`src/rtl/msk_lbox_seq.sv`:
```
// Masked L-box layer sequencer: streams four masked 32-bit rows through one
// external dual L-box as two row pairs, with valid/ready handshakes on both sides.
module msk_lbox_seq #(
    parameter int d = 2
) (
    input  logic             clk,
    input  logic             nrst,
    input  logic             in_valid,
    output logic             in_ready,
    input  logic             in_inverse,
    input  logic [128*d-1:0] in_state,
    output logic [32*d-1:0]  lb_x,
    output logic [32*d-1:0]  lb_y,
    output logic             lb_inverse,
    input  logic [32*d-1:0]  lb_a,
    input  logic [32*d-1:0]  lb_b,
    output logic             out_valid,
    input  logic             out_ready,
    output logic [128*d-1:0] out_state,
    output logic             busy
);
    localparam int unsigned RW = 32 * d;

    typedef enum logic [1:0] {IDLE, PAIR0, PAIR1, DONE} state_t;

    state_t        state;
    state_t        state_nxt;
    logic [RW-1:0] r0;
    logic [RW-1:0] r1;
    logic [RW-1:0] r2;
    logic [RW-1:0] r3;
    logic          inv_q;

    always_ff @(posedge clk or negedge nrst) begin
        if (!nrst) begin
            state <= IDLE;
        end else begin
            state <= state_nxt;
        end
    end

    always_comb begin
        state_nxt = state;
        case (state)
            IDLE:    if (in_valid) state_nxt = PAIR0;
            PAIR0:   state_nxt = PAIR1;
            PAIR1:   state_nxt = DONE;
            DONE:    if (out_ready) state_nxt = IDLE;
            default: state_nxt = IDLE;
        endcase
    end

    // Rows are moved as whole share-interleaved vectors; shares are never mixed here.
    always_ff @(posedge clk or negedge nrst) begin
        if (!nrst) begin
            r0    <= '0;
            r1    <= '0;
            r2    <= '0;
            r3    <= '0;
            inv_q <= 1'b0;
        end else begin
            case (state)
                IDLE: begin
                    if (in_valid) begin
                        r0    <= in_state[0*RW +: RW];
                        r1    <= in_state[1*RW +: RW];
                        r2    <= in_state[2*RW +: RW];
                        r3    <= in_state[3*RW +: RW];
                        inv_q <= in_inverse;
                    end
                end
                PAIR0: begin
                    r0 <= lb_a;
                    r1 <= lb_b;
                end
                PAIR1: begin
                    r2 <= lb_a;
                    r3 <= lb_b;
                end
                default: ;
            endcase
        end
    end

    always_comb begin
        in_ready   = 1'b0;
        out_valid  = 1'b0;
        busy       = 1'b1;
        lb_x       = r0;
        lb_y       = r1;
        lb_inverse = inv_q;
        out_state  = {r3, r2, r1, r0};
        case (state)
            IDLE: begin
                in_ready = 1'b1;
                busy     = 1'b0;
            end
            PAIR1: begin
                lb_x = r2;
                lb_y = r3;
            end
            DONE:    out_valid = 1'b1;
            default: ;
        endcase
    end

endmodule

```
`config.mk`:
```
export PLATFORM = sky130hd
export DESIGN_NAME = msk_lbox_seq
export DESIGN_NICKNAME = d
export VERILOG_FILES = /design/src/rtl/msk_lbox_seq.sv
export SDC_FILE = /design/constraint.sdc
export NUM_CORES = 1
export LEC_CHECK = 0
export CAP_MARGIN = 0
export CORE_AREA = 2 2 306 308
export CTS_BUF_LIST = sky130_fd_sc_hd__clkbuf_4
export DETAILED_ROUTE_END_ITERATION = 6
export DIE_AREA = 0 0 308 310
export GPL_ROUTABILITY_DRIVEN = 0
export PLACE_DENSITY = 0.47
export SYNTH_ARGS = -nofsm -noshare
export SYNTH_HDL_FRONTEND = slang
export SYNTH_SLANG_ARGS = --single-unit
```
`constraint.sdc`:
```
create_clock -name clk -period 4.7 [get_ports clk]
set_clock_uncertainty 0.2 [all_clocks]
set_input_delay 1.175 -clock clk [delete_from_list [all_inputs] [get_ports clk]]
set_output_delay 1.175 -clock clk [all_outputs]
set_load 0.1 [all_outputs]
```
==> results of run 1 <==
-- cells by family after synthesis --
family                   synth area share [%]
AND/OR/NAND/NOR                          12.5
AO/OA/AOI/OAI                            24.3
adder cells (fa/ha/maj)                 0.397
flip-flops                               41.2
multiplexers                             14.7
buffers and inverters                    6.87
-- state kept, by name, indices dropped and copies added (netlist names) --
register and flops:
state 2, r0 64, lb_inverse 1, r2 64, r3 64, r1 64
-- cell type report --
type | count | share of cell area (%)
flip-flops and latches | 259 | 25.0
repair buffers | 821 | 32.7
inverters | 54 | 0.781
well taps | 1197 | 5.77
multi-input cells | 1120 | 31.8
clock buffers | 124 | 3.59
clock inverters | 20 | 0.333
diodes | 5 | 0.0482
-- timing repair --
| action | CTS | global route |
|---|---|---|
| buffers inserted | 0 | 1 |
| endpoints found under the hold margin | 0 | 0 |
| setup endpoints to repair | 0 | 12 |
-- worst max-delay path by stage --
stage / from / endpoint / depth (start not counted) / slack, ns
after floorplan: state[0]$_DFFE_PN0P_ / lb_x[13] / 6 / 1.55
after global placement: state[0]$_DFFE_PN0P_ / lb_y[28] / 5 / 1.09
after detailed placement: state[0]$_DFFE_PN0P_ / lb_y[24] / 5 / 1.01
after CTS: state[0]$_DFFE_PN0P_ / lb_y[24] / 5 / 0.05
after global routing: state[0]$_DFFE_PN0P_ / lb_y[24] / 5 / 0.14
final: state[0]$_DFFE_PN0P_ / lb_y[24] / 5 / 0.38
-- metal layers --
layer / global-route usage [%] / vias up / part of all wire [%]
met1: 18.1 / 8405 / 38
li1: - / 7638 / -
met5: 0 / - / 0.090
met4: 6.09 / 10 / 2.9
met3: 4.33 / 141 / 7.3
met2: 29.1 / 739 / 51
-- through the flow --
step	instances	setup slack [ns]	utilization, %
2_1_floorplan	1612	1.55	-
3_3_place_gp	3450	1.09	26.9
3_5_place_dp	3450	1.01	26.9
4_1_cts	3594	0.0466	28.0
5_1_grt	3599	0.145	28.1
6_report	3600	0.379	28.1
-- placed cells by master, fill, tap and decap left out, types with 5 or more instances in the layout --
master           instances
a21oi_1                203
a221o_1                126
buf_12                  55
buf_4                  119
clkbuf_4               124
clkdlybuf4s50_1        644
clkinv_1                14
dfrtp_1                259
diode_2                  5
inv_1                   54
mux2_2                 206
nand2b_1               126
nand3_1                179
nor2_1                  58
o221a_2                 51
o22ai_1                151
==> impl_results.md, run 1 <==
- Status: finished clean
- Num ports: about 780
- Hold/Removal Path Class: input pin to async pin
- Cell Area, Synth: between 15,000 and 20,000 um^2
- Synth warn: 0
- Gate Count Post-Synth: 1,612
- ANT nets after route: 0
- Row cnt: 112
- HPWL Detailed: roughly 57,000 um
- Flip-flop and latch count after synthesis: 259
- Critical path buffers and inverters: 3
- Most instantiated library cell after synthesis: dfrtp_1
- Antenna violations before repair: 9
- Latest clock arrival within the worst-skew pair: around 0.77 ns
- Htree depth: 3
- Hold Vio Cnt, Final: 0
- Core Region: 92,500 um^2
- CP top delay family: buffers and inverters
- TritonCTS clock tree: done
- Remaining DRCs: 0
- Critical-path top delay cell: ha_4
- Most used cell, CP: buf_4
- IO buf count: 776
- R2R Path Start: state[0]$_DFFE_PN0P_
- Critical path data required time: 3.32 ns
- Vias: 16,900
- Post-synth top cells: dfrtp_1 (259), mux2_2 (206), a21oi_1 (203), nand3_1 (179), o22ai_1 (151)
- Slew HR: 23.0%
- Wirelength per Cell: between 20 and 25 um
- Worst slew pin tran: 1.15 ns
- FFs w/ async S/R, synth: 100%
- Synth top area share: 41.2%
- Area leader, netlist: dfrtp_1
- Flop2flop setup slack: 1.49 ns
- Hold_buf cts: 0
- DRT Wirelength: 81,200 um
- Layout cells sized above 1: 23.9%
- Mapped Nets: about 2,000
- Via count of the first global-routing pass: 17,500
- Net total in the final layout: roughly 2,700
- First-pass DRT Iterations: 5
- Max-cap violations: 0
- Crit path largest cell delay: ~0.50 ns
- Worst-path clk slew: ~0.06 ns
- FF+latch area: around 6500 um^2
- Final hold slack: between 0.2 and 0.25 ns
- Die height: 310 um
- Final Slew Violations: 0
- Placed cell areas: ~25,000 um^2
- Final period util: 91.9%
- Global route overflow: 0
- Cell area after layout: 26,000 um^2
- Maximum clock rate: 231 MHz
- Synthesis-to-layout area growth: 64.8%
- Total clock sinks: 259
- Initial Utilization: between 10% and 20%
- First-pass GRT wire length: 117,000 um
- Distinct cell type count after synthesis: 25
- Area taken by multi-input logic gates: ~8200 um^2
- Vias per cell: 4.70
- Top area cells in the synthesized netlist: dfrtp_1 (41%), mux2_2 (15%), a221o_1 (8.0%)
- Die area: ~95,000 um^2
- Largest net degree at the start of global routing: 133
- Critical path cell sequence: inv_1 -> ha_4 -> buf_4 -> mux2_2 -> buf_4
- Total CTS buffers: 86
- Post-synth top flop: dfrtp_1
- Post-synth EDFFs: 0
- CP arrival: 2.95 ns
- Initial DRC count: roughly 1,200
- Critical path class: flop to primary output
- Post-layout min period: between 4 and 5 ns
- Critical path launch point type: flop
- Worst Path Max Fanout: 22
- FILL cells: 9,750
- Setup TNS: 0 ns
- Sequential-to-total area share from yosys stat: 41.2%
- Post-synthesis area per instance: about 9.8 um^2
- GRT Overall Usage: 16.1%
- CTS Buffer Depth: 3
- Gates resized, CTS repair: 0
- RSZ-0062 raised after global routing: no
- Clock Tree Root: clkbuf_4
- Worst setup EP type: primary output
- Reg2reg end: r2[2]$_DFFE_PN0P_
- Cells on worst reg2reg path: 7
- Final setup viols: 0
- Die Wd: 308 um
Power of run 1 is left out: the tool's default activity adds up to more than one toggle a clock period on the data nets, which glitch-free logic cannot reach.
==> run 2, diff against run 1 <==
- CAP_MARGIN: 0 -> 20
- SLEW_MARGIN: unset -> 20
==> results of run 2 <==
Final layout, timing and power as in run 1 (identical DEF).
Power of run 2 is left out for the same reason.
==> run 3, diff against run 2 <==
- SKIP_CTS_REPAIR_TIMING: unset -> 1
==> results of run 3 <==
Final layout, timing and power as in run 1 (identical DEF).
Power of run 3 is left out for the same reason.
